--- config.mk ---
export PLATFORM = sky130hd
export DESIGN_NAME = instr_fetch_unit
export DESIGN_NICKNAME = d
export VERILOG_FILES = /design/src/rtl/instr_fetch_unit.sv
export SDC_FILE = /design/constraint.sdc
export NUM_CORES = 1
export LEC_CHECK = 0
export BUFFER_PORTS_ARGS = -buffer_cell sky130_fd_sc_hd__buf_2
export CORE_ASPECT_RATIO = 1.75
export CORE_UTILIZATION = 55
export DETAILED_ROUTE_END_ITERATION = 10
export PLACE_DENSITY = 0.8
export SLEW_MARGIN = 10
export SYNTH_ARGS = -nofsm -noshare
export SYNTH_HDL_FRONTEND = slang
export SYNTH_SLANG_ARGS = --single-unit
--- constraint.sdc ---
create_clock -name i_clk -period 6.1 [get_ports i_clk]
set_input_delay 0.61 -clock i_clk [delete_from_list [all_inputs] [get_ports i_clk]]
set_output_delay 0.61 -clock i_clk [all_outputs]
set_load 0.02 [all_outputs]
--- src/rtl/instr_fetch_unit.sv ---
// Instruction fetch stage: owns the fetch PC, issues credit-limited word requests,
// buffers responses with their PCs and hands them to decode; redirects flush everything.
module instr_fetch_unit #(
  parameter logic [31:0] RESET_ADDR = 32'h0000_0000,
  parameter int          DEPTH      = 2
) (
  input  logic        i_clk,
  input  logic        i_rst,
  output logic        o_imem_req,
  output logic [31:0] o_imem_addr,
  input  logic        i_imem_gnt,
  input  logic        i_imem_rvalid,
  input  logic [31:0] i_imem_rdata,
  output logic        o_instr_valid,
  input  logic        i_instr_ready,
  output logic [31:0] o_instr_data,
  output logic [31:0] o_instr_pc,
  input  logic        i_redirect,
  input  logic [31:0] i_redirect_pc,
  output logic        o_fetch_err
);

  // state  | meaning
  // BOOT   | first cycle after reset release, no request issued
  // RUN    | normal fetch; flushes are handled by the discard counter
  typedef enum logic {S_BOOT = 1'b0, S_RUN = 1'b1} state_t;

  localparam int PW = $clog2(DEPTH);
  localparam int CW = $clog2(DEPTH + 1);
  localparam logic [CW:0] DEPTH_W = (CW + 1)'(DEPTH);

  state_t r_state;
  state_t w_state_next;

  logic [31:0]   r_fetch_pc;
  logic [31:0]   r_resp_pc;
  logic [CW-1:0] r_outstanding;
  logic [CW-1:0] r_discard;
  logic [CW-1:0] r_count;
  logic [PW-1:0] r_wptr;
  logic [PW-1:0] r_rptr;
  logic [31:0]   r_mem_data [DEPTH];
  logic [31:0]   r_mem_pc   [DEPTH];

  logic          w_credit;
  logic          w_gnt;
  logic          w_rv;
  logic          w_drop;
  logic          w_push;
  logic          w_pop;
  logic [CW-1:0] w_outstanding_next;
  logic [31:0]   w_redirect_aligned;

  assign w_credit = ({1'b0, r_outstanding} + {1'b0, r_count}) < DEPTH_W;
  assign w_gnt    = o_imem_req & i_imem_gnt;
  // A response with nothing outstanding is a protocol violation and is dropped.
  assign w_rv     = i_imem_rvalid & (r_outstanding != '0);
  assign w_drop   = w_rv & (r_discard != '0);
  assign w_push   = w_rv & (r_discard == '0) & ~i_redirect;
  assign w_pop    = o_instr_valid & i_instr_ready & ~i_redirect;

  assign w_redirect_aligned = {i_redirect_pc[31:2], 2'b00};

  always_comb begin
    w_outstanding_next = r_outstanding;
    if (w_gnt && !w_rv) begin
      w_outstanding_next = r_outstanding + 1'b1;
    end else if (!w_gnt && w_rv) begin
      w_outstanding_next = r_outstanding - 1'b1;
    end
  end

  always_ff @(posedge i_clk or posedge i_rst) begin
    if (i_rst) begin
      r_state <= S_BOOT;
    end else begin
      r_state <= w_state_next;
    end
  end

  always_comb begin
    w_state_next = r_state;
    o_imem_req   = 1'b0;
    case (r_state)
      S_BOOT: begin
        w_state_next = S_RUN;
      end
      S_RUN: begin
        o_imem_req = w_credit & ~i_redirect;
      end
      default: begin
        w_state_next = S_BOOT;
      end
    endcase
  end

  always_ff @(posedge i_clk or posedge i_rst) begin
    if (i_rst) begin
      r_fetch_pc    <= RESET_ADDR;
      r_resp_pc     <= RESET_ADDR;
      r_outstanding <= '0;
      r_discard     <= '0;
      r_count       <= '0;
      r_wptr        <= '0;
      r_rptr        <= '0;
    end else begin
      r_outstanding <= w_outstanding_next;
      if (i_redirect) begin
        // Everything still in flight after this cycle belongs to the old stream.
        r_discard  <= w_outstanding_next;
        r_fetch_pc <= w_redirect_aligned;
        r_resp_pc  <= w_redirect_aligned;
        r_count    <= '0;
        r_wptr     <= '0;
        r_rptr     <= '0;
      end else begin
        if (w_drop) begin
          r_discard <= r_discard - 1'b1;
        end
        if (w_gnt) begin
          r_fetch_pc <= r_fetch_pc + 32'd4;
        end
        if (w_push) begin
          r_wptr    <= r_wptr + 1'b1;
          r_resp_pc <= r_resp_pc + 32'd4;
        end
        if (w_pop) begin
          r_rptr <= r_rptr + 1'b1;
        end
        case ({w_push, w_pop})
          2'b10:   r_count <= r_count + 1'b1;
          2'b01:   r_count <= r_count - 1'b1;
          default: r_count <= r_count;
        endcase
      end
    end
  end

  // Storage needs no reset: the head is only visible while the FIFO is non-empty.
  always_ff @(posedge i_clk) begin
    if (w_push) begin
      r_mem_data[r_wptr] <= i_imem_rdata;
      r_mem_pc[r_wptr]   <= r_resp_pc;
    end
  end

  assign o_imem_addr   = r_fetch_pc;
  assign o_instr_valid = (r_count != '0);
  assign o_instr_data  = o_instr_valid ? r_mem_data[r_rptr] : 32'h0;
  assign o_instr_pc    = o_instr_valid ? r_mem_pc[r_rptr] : 32'h0;
  assign o_fetch_err   = i_redirect & (i_redirect_pc[1:0] != 2'b00) & ~i_rst;

  always_ff @(posedge i_clk) begin
    if (!i_rst) begin
      assert (!(i_imem_rvalid && (r_outstanding == '0)))
        else $error("imem_rvalid with no outstanding request");
      assert (r_discard <= r_outstanding)
        else $error("discard count exceeds outstanding count");
      assert (({1'b0, r_outstanding} + {1'b0, r_count}) <= DEPTH_W)
        else $error("outstanding plus buffered exceeds DEPTH");
    end
  end

endmodule

==> results of run 1 <==
==> placed cells by master, fill, tap and decap left out, types with 17 or more instances in the layout <==
cell / instances
buf_2: 164
edfxtp_1: 124
nor2_1: 87
dfrtp_1: 68
mux2i_1: 66
nand2_1: 48
xnor2_1: 31
o21ai_0: 21
xor2_1: 19
a21oi_1: 18
clkbuf_16: 17
==> sequential cells by signal, summed over array words and instances (netlist names) <==
name / cells
r_state: 1
r_wptr: 1
r_mem_data: 64
r_count: 2
r_outstanding: 2
r_rptr: 1
r_discard: 2
r_mem_pc: 60
r_resp_pc: 30
o_imem_addr: 30
==> worst max-delay path: cells and delay by family, from the launching register on <==
| family | cells | cell delay, ns |
|---|---|---|
| DFF | 1 | 0.45 |
| buffers and inverters | 2 | 0.31 |
| and+or+nand+nor | 2 | 0.76 |
| adders and majority gates | 1 | 0.48 |
==> path summary, 6_finish.rpt <==
check / depth (start not counted) / to / start / slack [ns]
max: 5 / o_imem_req / r_count[0] / 3.08
min: 1 / r_mem_data[1][5] / i_imem_rdata[5] / 0.37
max reg2reg: 7 / o_imem_addr[24] / r_count[0] / 3.32
min reg2reg: 0 / r_mem_pc[0][31] / r_resp_pc[31] / 0.51
max in group asynchronous: 3 / r_rptr / i_rst / 5.03
min in group asynchronous: 3 / o_imem_addr[3] / i_rst / 0.44
==> power by group through the flow <==
stage	Clock (mW)	Combinational, mW	Sequential [mW]
global placement	0	0.544	1.63
finish	1.10	0.556	1.62
detailed placement	0	0.556	1.64
CTS	1.11	0.561	1.61
floorplan	0	0.390	1.63
global route	1.17	0.615	1.63
==> cell families after synthesis <==
logic type / Yosys count / share of synthesized area
XOR/XNOR: 50 / 0.0508
multiplexers: 79 / 0.0936
AND/OR/NAND/NOR: 227 / 0.137
other: 2 / 0.000871
buffers and inverters: 45 / 0.0250
flip-flops: 193 / 0.632
adder cells (fa/ha/maj): 7 / 0.0104
AO/OA/AOI/OAI: 72 / 0.0506
==> stage by stage <==
step                std cells   util  cell area (sq um)
floorplan                 678      -               8630
global placement         1001  0.625               9580
detailed placement       1001  0.625               9580
CTS                      1033  0.664              10200
global route             1033  0.664              10200
finish                   1033  0.664              10200
==> routing by layer <==
metal  part of all wire  global-route usage  wire length (um)  vias to the layer above
li1                   -                   -                 -                     2760
met5                  0                   0                 0                        -
met2               0.54               0.404              9610                      226
met3              0.049              0.0338               882                       45
met4              0.037               0.125               665                        0
met1               0.37               0.263              6690                     2848
==> layout make-up <==
cell class,instances,area (sq um)
sequential,193,5450
fill,1175,5150
multi-input combinational,440,2980
timing repair buffer,169,858
clock buffer,18,429
tap,186,233
clock inverter,14,161
inverter,13,48.8
==> results.md, run 1 <==
- The die height is ~170 um.
- The combinational share of power is 0.170.
- The first global-routing pass estimated between 20000 and 30000 um of wire.
- The total number of clock tree sinks is 193.
- In the synthesized netlist, the cells that appear most often are edfxtp_1 (124), nor2_1 (88), dfrtp_1 (69).
- The initial standard-cell utilization of the core is 0.563.
- The final period utilization is 0.496.
- The largest buffer count on any clock path is 2.
- The floorplan die area is 16200 sq um.
- The most common cell in the netlist is edfxtp_1.
- The placeable core region is 15300 sq um.
- The async set or reset register ratio after synthesis is 0.358.
- Across the VDD grid, the largest voltage drop is 202 uV.
- Ranked by total cell area, the synthesized netlist is headed by edfxtp_1 (43%), dfrtp_1 (20%), mux2i_1 (7.7%).
- The detail-routed via count per cell is 5.69.
- The setup slack of the critical path after layout is 3.08 ns.
- Of the cells placed in the final design, the portion with a size suffix greater than 1 is 0.282.
- The hold violation count in the final report is 0.
- For this design, the CTS-stage hold fixing added 0 buffers.
- The share of synthesized area in the top cell type comes to 0.432.
- The biggest area contributor in the post-synthesis netlist is edfxtp_1.
- After layout, the design draws a total of 3.27 mW.
- The final total negative setup slack is 0 ns.
- Data arrives at the worst endpoint at 2.41 ns.
- The master of the slowest instance on the critical path is or4b_4.
- Hold timing on the final database bottoms out at a slack of between 0.3 and 0.4 ns.
- During placement, the flow inserted port buffers numbering 164.
- The DRC violation count after routing is 0.
- The area added between synthesis and finish is 17.9%.
- After clock tree synthesis, the clock-pin slew on the worst setup and hold paths is 0.07 ns.
- The transition time at the pin with the least slew margin is 1.07 ns.
- The CTS H-tree depth is 4.
- The post-cts repair resize count is 0.
- The distinct cell type count after synthesis is 61.
- The post-placement setup slack is 2.89 ns.
- The worst hold-check path type is input pin to register.
- The average size of a mapped cell is 12.8 sq um.
- The post-synthesis sequential area ratio is 0.632.
- The kind of capture point of the worst setup path is an output port.
- Setup repair after global routing left no endpoint under its margin.
- The count of pins on the block boundary is 169.
- The repair_antennas step left the layout with diodes totalling 0.
- Counting I/O delays and the setup requirement, the final critical path takes 3.02 ns.
- The internal power contribution is 2.32 mW.
- The number of detailed-route iterations in the first pass is 5.
- The mapped cell area is 8620 sq um.
- The share of total power dissipated in sequential elements is 0.495.
- The net load switching power is approximately 0.95 mW.
- For the worst-skew pair, the clock arrives at the later sink with an insertion delay of 0.43 ns.
- The commonest register cell after synthesis is edfxtp_1.
- Of the total power, the clock network draws 0.335.
- The count of standard-cell rows is 60.
- The die is 96.6 um wide.
- The count of nets left with antenna violations once routing finished came out at 0.
- In this run the worst path has a maximum fanout of 5.
- The largest stage delay on the critical path is 0.58 ns.
- After detailed routing, the average wire length per cell comes to 17.3 um.
- TritonCTS built the clock tree.
- The areal power density over the cells is 322 nW/um^2.
- The synthesized flop and latch total is 193.
- Across the routed clock network, the largest skew measured is approximately 0.013 ns.
- The number of warnings issued by yosys is 0.
- The reported leakage power is approximately 4.0 nW.
- The class of the most critical setup path is register to output port.
- The via count of the first global-routing pass was 5923.
- Entering global routing, the biggest net connects 70 pins.
- Based on the critical path, the design can be clocked at up to between 300 and 400 MHz.
- The cell count after synthesis is 675.
- The number of flops mapped to enable cells by yosys is between 100 and 150.
- In this run the post-CTS setup repair buffer count came out at 0.
- The congestion estimate from routability-driven global placement came to 0.907.
- The run finished with clean final reports.
- After global routing the overflow that remains totals 0.
- The tree is rooted in a clkbuf_16.
- The initial antenna violation count is 0.
- The tool flagged a number of max-cap violations equal to 0.
- For this run, the total global-route usage over all layers was measured as 0.228.
- Counting the buffers created by CTS gives 17.
- The worst setup path is launched from a register.
- The switching share of power is 0.291.
- The signal on the critical path passes through and2_1, fa_1, or4b_4, inv_2, buf_2.
- The worst endpoint required time is 5.49 ns.
- The via count is 5879.
- The detailed router finished its first iteration with a little under 400 violations.
- The worst-case headroom to the max-slew limit is 0.290.
- The final layout contains routed wiring with a total length of 17800 um.
- The final layout contains 909 nets.
- The placed wire-length estimate after detailed placement is about 13000 um.
- The number of setup violations in the final report is 0.
- The final count of pins violating max slew is 0.
(Power assumes the default switching activity.)
==> run 2: changes to the inputs <==
- clock period: 6.1 -> 2.85 ns (I/O delays scaled with it)
==> results.md, run 2 (synthesis results as in run 1) <==
- The most common library cell in the layout ignoring fill and taps is buf_2.
- The floorplan die area is 16200 sq um (unchanged).
- Setup repair after global routing left no endpoint under its margin.
- The worst-case headroom to the max-slew limit came to 0.449 (+0.159).
- The critical path is of the register to register type.
- STA classifies the critical path endpoint as a register.
- Clock tree synthesis selected as its root buffer the cell clkbuf_16.
- The number of port buffers is 164 (unchanged).
- The placed wire-length estimate after detailed placement is 13500 um (+7.6%).
- The worst endpoint required time is 3.16 ns (-2.33 ns).
- The arrival time of data at the critical path endpoint is 3.00 ns (+0.59 ns).
- The initial standard-cell utilization of the core is 0.563 (unchanged).
- The CTS H-tree depth was 4 (unchanged).
- The met2 layer usage reported by global route is 0.422 (+0.0181).
- The number of nets at the end of the flow came to 922 (+1.4%).
- The count of pins on the block boundary is 169 (unchanged).
- The final period utilization is 0.943.
- The reported leakage power is 4.07 nW (+2.6%).
- The post-cts repair resize count was 0 (unchanged).
- The average detailed-routed wire length per instance is 18.0 um (+4.3%).
- The flip-flop count of the largest register, all copies and words added is 64 (unchanged).
- The detail-routed via count per cell came to 5.68 (-0.12%).
- The CTS clock-pin slew for the worst setup and hold paths is 0.08 ns (about the same).
- The number of max-cap violations was 0 (unchanged).
- In the layout the commonest cells are buf_2 (164), edfxtp_1 (124), nor2_1 (87), dfrtp_1 (68), mux2i_1 (66).
- The total global routing overflow is 0 (unchanged).
- The setup skew after layout was 0.0126 ns (+0.0000468 ns).
- The final total negative setup slack is 0 ns (unchanged).
- The cts-stage hold buffer count is 1 (+1).
- The met3 track demand over resource is 0.0463 (+0.0125).
- The residual antenna-violating net count after detailed routing was 0 (unchanged).
- The register-to-register setup slack is 0.16 ns (-3.16 ns).
- In this run the most critical hold path is launched from i_imem_rdata[31].
- Subtracting the final worst setup slack from the clock period gives about 2.7 ns.
- The total wirelength of the detailed-routed design came to 18900 um (+5.6%).
- The total number of clock tree sinks is 193 (unchanged).
- The flow ran to the end, and the final reports show no timing, DRC or antenna violations.
- The final count of pins violating max slew is 0 (unchanged).
- The global routing stage identified its most utilized layer as met2.
- The worst hold path terminates at r_mem_data[0][31].
- The worst hold path belongs to the class input pin to register.
- The number of cells traversed by the worst register-to-register path is 8 (+1).
- The die height is 168 um (unchanged).
- The largest registers in the layout are r_mem_data (64), r_mem_pc (60).
- The worst hold path cell count came to 1 (unchanged).
- The element type at the critical path start is a register.
- The via count is 5946 (+1.1%).
- The largest buffer count on any clock path is 2 (unchanged).
- The via count of the first global-routing pass came to 5934 (+0.19%).
- The largest voltage drop on the vdd net is 422 uV (+110%).
- The first-pass GRT wire length was 30200 um (+3.8%).
- The hold slack was 0.0411 ns (-0.330 ns).
- Ranked by flip-flop count, first place goes to r_mem_data.
- The number of setup violations in the final report is 0 (unchanged).
- The startpoint identified for the worst register-to-register timing path is r_outstanding[0].
- The largest fanout on the critical path is 7 (+2).
- The number of buffers added by the clock tree synthesis step is 17 (unchanged).
- The post-CTS setup repair buffer count was 0 (unchanged).
- The TritonCTS clock tree is built.
- The initial antenna violation count came to 0 (unchanged).
- The pin count of the biggest net entering global routing was 63 (-10%).
- The count of standard-cell rows was 60 (unchanged).
- The placeable core region is 15300 sq um (unchanged).
- The violation count after the first detailed-routing iteration is 302 (-23%).
- The area added between synthesis and finish is 20.4%.
- The number of detailed-route iterations in the first pass is 7 (+2).
- The layout cell share with drive strength beyond 1 came to 0.293 (+0.0109).
- The x dimension of the die was 96.6 um (unchanged).
- The maximum clock rate is roughly 370 MHz.
- The diode insertion count for antenna repair was 0 (unchanged).
- The final-layout fill cell count came to 1163 (-1.0%).
- The DRC violation count after routing is 0 (unchanged).
- The met1 track utilization from global routing is 0.276 (+0.0124).
- The transition time at the pin with the least slew margin is 0.825 ns (-0.241 ns).
- The hold violation count in the final report is 0 (unchanged).
- The latest clock arrival within the worst-skew pair is 0.43 ns (about the same).
- The overall routing resource usage is 0.238 (+0.0102).
- The areal power density over the cells is 700 nW/um^2 (+120%).
- The weighted congestion at the end of routability-driven global placement is 0.915 (+0.83%).
- The end of the worst register-to-register path is o_imem_addr[19].
==> run 2: area by class of cell <==
class,count,area [sq um],share of cell area
Sequential cell,193,5450,0.526
Inverter,13,48.8,0.00470
Timing Repair Buffer,182,1010,0.0972
Clock inverter,15,220,0.0212
Clock buffer,17,425,0.0410
Tap cell,186,233,0.0224
Multi-Input combinational cell,440,2990,0.288
==> run 2: worst max-delay path by stage <==
stage / start / endpoint / slack [ns]
finish: r_outstanding[0] / o_imem_addr[19] / 0.16
global route: r_outstanding[0] / o_imem_addr[19] / 0.11
CTS: r_outstanding[0] / o_imem_addr[19] / 0.18
detailed placement: r_outstanding[0] / o_imem_addr[23] / 0.18
global placement: r_outstanding[0] / o_imem_addr[23] / 0.24
floorplan: r_outstanding[1] / r_mem_data[0][0] / 0.02
==> run 2: metal layers <==
layer  wire length, um  vias up
li1                  -     2785
met1              7270     2915
met2             10100      202
met3               823       44
met4               629        0
met5                 0        -
==> run 2: critical path: stages, from the launching register on <==
cell     delay (ns)
dfrtp_1        0.38
and2_1         0.17
fa_1           0.48
or4b_4         0.59
inv_2          0.14
nand4_4        0.22
nor4_2         0.22
xor2_1         0.10
mux2_2         0.27
==> run 2: per-stage QoR <==
step	setup slack, ns	std cells	power [mW]	util	cell area, sq um
final	0.164	1046	7.26	0.678	10400
after global routing	0.114	1046	7.54	0.678	10400
after detailed placement	0.185	1013	4.77	0.635	9720
after CTS	0.175	1046	7.29	0.678	10400
after floorplan	0.0242	678	4.32	-	8650
after global placement	0.241	1013	4.71	0.635	9720
==> run 2: power breakdown <==
part	internal (mW)	total, mW	switching (mW)
combinational	0.501	1.28	0.780
clock	1.43	2.55	1.12
sequential	3.23	3.43	0.198
==> run 3: changes to the inputs <==
- CORE_ASPECT_RATIO: 1.75 -> 0.75
- GPL_TIMING_DRIVEN: unset -> 1
- RECOVER_POWER: unset -> 100
==> results.md, run 3 (synthesis results as in run 1) <==
- The initial standard-cell utilization of the core was 0.565 (+0.00152).
- The CTS clock-pin slew for the worst setup and hold paths was 0.07 ns (about the same).
- The clock tree root buffer cell is clkbuf_16.
- The via count is 5911 (-0.59%).
- The final total negative setup slack is 0 ns (unchanged).
- The placed wire-length estimate after detailed placement is 13100 um (-2.5%).
- The register-to-register setup slack is 0.11 ns (-0.05 ns).
- The first-pass GRT wire length was 30100 um (-0.14%).
- The hold violation count in the final report came to 0 (unchanged).
- The largest buffer count on any clock path was 2 (unchanged).
- The areal power density over the cells is 688 nW/um^2 (-1.6%).
- The setup skew after layout is 0.00964 ns (-0.00294 ns).
- The violation count after the first detailed-routing iteration was 459 (+52%).
- The number of nets at the end of the flow is 914 (-0.87%).
- The worst endpoint required time was 2.57 ns (-0.59 ns).
- The largest stage delay on the critical path was 0.59 ns (about the same).
- The worst hold path cell count came to 1 (unchanged).
- The most flop-heavy register is r_mem_data.
- The area of all placed cells without fillers is 10100 sq um (-3.1%).
- The endpoint of the worst hold-timing path is r_mem_data[1][4].
- The clock period minus final worst setup slack is 2.78 ns (+0.0923 ns).
- The setup slack of the critical path after layout came to 0.0714 ns (-0.0923 ns).
- The startpoint of the most critical register-to-register path is r_count[0].
- The final count of pins violating max slew is 0 (unchanged).
- The average detailed-routed wire length per instance came to 18.0 um (-0.36%).
- The layout cell share with drive strength beyond 1 is 0.147 (-0.146).
- The count of pins on the block boundary is 169 (unchanged).
- The maximum clock rate was 360 MHz (-3.3%).
- The overall routing resource usage is 0.244 (+0.00551).
- The number of port buffers was 164 (unchanged).
- The number of setup violations in the final report came to 0 (unchanged).
- The die height came to 110 um (-34%).
- The largest fanout on the critical path is 5 (-2).
- The startpoint of the lowest-slack hold path is i_imem_rdata[4].
- The diode insertion count for antenna repair is 0 (unchanged).
- The weighted congestion at the end of routability-driven global placement is 0.948 (+3.6%).
- The initial antenna violation count is 0 (unchanged).
- The worst setup path is launched from a register.
- Broken down by cell family, the worst path's largest delay share belongs to simple AND/OR/NAND/NOR gates.
- The transition time at the pin with the least slew margin is 1.45 ns (+0.627 ns).
- The number of buffers added by the clock tree synthesis step came to 17 (unchanged).
- The most common library cell in the layout ignoring fill and taps is edfxtp_1.
- The flow ran to the end, and the final reports show no timing, DRC or antenna violations.
- The total wirelength of the detailed-routed design came to 19000 um (+0.69%).
- The worst hold-check path type is input pin to register.
- Traced cell by cell, the critical path runs through and2_1, fa_1, or4b_4, inv_2, clkbuf_2.
- The detail-routed via count per cell is 5.59 (-1.6%).
- The placeable core region is 15300 sq um (-0.27%).
- The reported leakage power is 3.57 nW (-12%).
- The count of buffering cells on the critical path with inverters included is 2 (+1).
- Setup repair after global routing left no endpoint under its margin.
- The CTS H-tree depth is 4 (unchanged).
- The arrival time of data at the critical path endpoint was 2.49 ns (-0.51 ns).
- In the layout the commonest cells are edfxtp_1 (124), clkbuf_1 (115), nor2_1 (87), dfrtp_1 (68), mux2i_1 (66).
- The TritonCTS clock tree is built.
- The total global routing overflow is 0 (unchanged).
- The DRC violation count after routing is 0 (unchanged).
- The via count of the first global-routing pass came to 5621 (-5.3%).
- The flip-flop count of the largest register, all copies and words added is 64 (unchanged).
- The x dimension of the die is 147 um (+52%).
- The residual antenna-violating net count after detailed routing is 0 (unchanged).
- The end of the worst register-to-register path is o_imem_addr[23].
- The worst-case headroom to the max-slew limit is 0.0309 (-0.418).
- The largest voltage drop on the vdd net is 454 uV (+7.6%).
- STA classifies the critical path endpoint as an output port.
- The final period utilization is 0.975 (+0.0324).
- The post-placement setup slack was 0.184 ns (-0.000720 ns).
- The total power draw is 6.92 mW (-4.6%).
- The latest clock arrival within the worst-skew pair is 0.44 ns (about the same).
- The area growth from synthesis to layout is 16.6%.
- The cell area after placement is 9710 sq um (-0.17%).
- The number of max-cap violations is 0 (unchanged).
- The pin count of the biggest net entering global routing is 64 (+1.6%).
- The floorplan die area is 16200 sq um (about the same).
- The total number of clock tree sinks is 193 (unchanged).
- The largest registers in the layout are r_mem_data (64), r_mem_pc (60).
- The class of the most critical setup path is register to output port.
- The largest individual stage delay along the critical path comes from the cell or4b_4.
- The number of cells traversed by the worst register-to-register path is 8 (unchanged).
- The count of standard-cell rows is 39 (-35%).
- The cts-stage hold buffer count is 0 (-1).
- The number of detailed-route iterations in the first pass is 5 (-2).
-- run 3: cell count changes in the layout (fill, tap and decap cells not counted), sizes merged --
cell	change
clkinv	-3
clkinvlp	+2
buf	-127
inv	+4
bufinv	-3
clkbuf	+120
dlygate4sd3	-1
-- run 3: area by class of cell --
type	instances	area, sq um
clock buffer	17	425
clock inverter	15	139
fill	1192	5220
inverter	13	48.8
multi-input combinational	440	2980
sequential	193	5450
tap	205	256
timing repair buffer	174	758
-- run 3: what timing repair did --
item                                   CTS  global route
endpoints found under the hold margin    0             0
setup endpoints to repair                0             1
setup buffers                            0             0
resized for setup                        0             0
-- run 3: power breakdown --
| group | switching (mW) | leakage, nW | internal (mW) |
|---|---|---|---|
| Combinational | 0.780 | 1.37 | 0.431 |
| Clock | 1.11 | 0.274 | 1.16 |
| Sequential | 0.207 | 1.93 | 3.24 |
| Total | 2.09 | 3.57 | 4.83 |
-- run 3: stage by stage --
stage,hold WS [ns],utilization,cells
2_1_floorplan,0.384,-,678
3_3_place_gp,0.474,0.635,1025
3_5_place_dp,0.477,0.635,1025
4_1_cts,0.0198,0.672,1057
5_1_grt,0.0233,0.658,1057
6_report,0.0344,0.658,1057
-- run 3: worst reg2reg max path, delay by kind of cell, from the launching register on --
family        cells  cell delay (ns)
xor+xnor          1             0.09
simple gates      4             1.18
buf+inv           1             0.13
fa+ha+maj         1             0.50
mux               1             0.27
flops             1             0.46
-- run 3: per-layer routing --
metal	track usage	share of wire	wire, um
met1	0.367	0.47	8910
met2	0.343	0.43	8100
met3	0.0624	0.090	1710
met4	0.0826	0.014	263
met5	0	0	0
-- run 3: worst max-delay path by stage --
stage / start / endpoint / slack (ns) / depth (start not counted)
6_report: r_count[0] / o_imem_req / 0.07 / 5
3_3_place_gp: r_count[0] / o_imem_addr[23] / 0.20 / 8
4_1_cts: r_count[0] / o_imem_req / 0.07 / 5
5_1_grt: r_count[0] / o_imem_req / 0.008 / 5
2_1_floorplan: r_outstanding[1] / r_mem_data[0][0] / 0.02 / 4
3_5_place_dp: r_count[0] / o_imem_addr[19] / 0.18 / 8
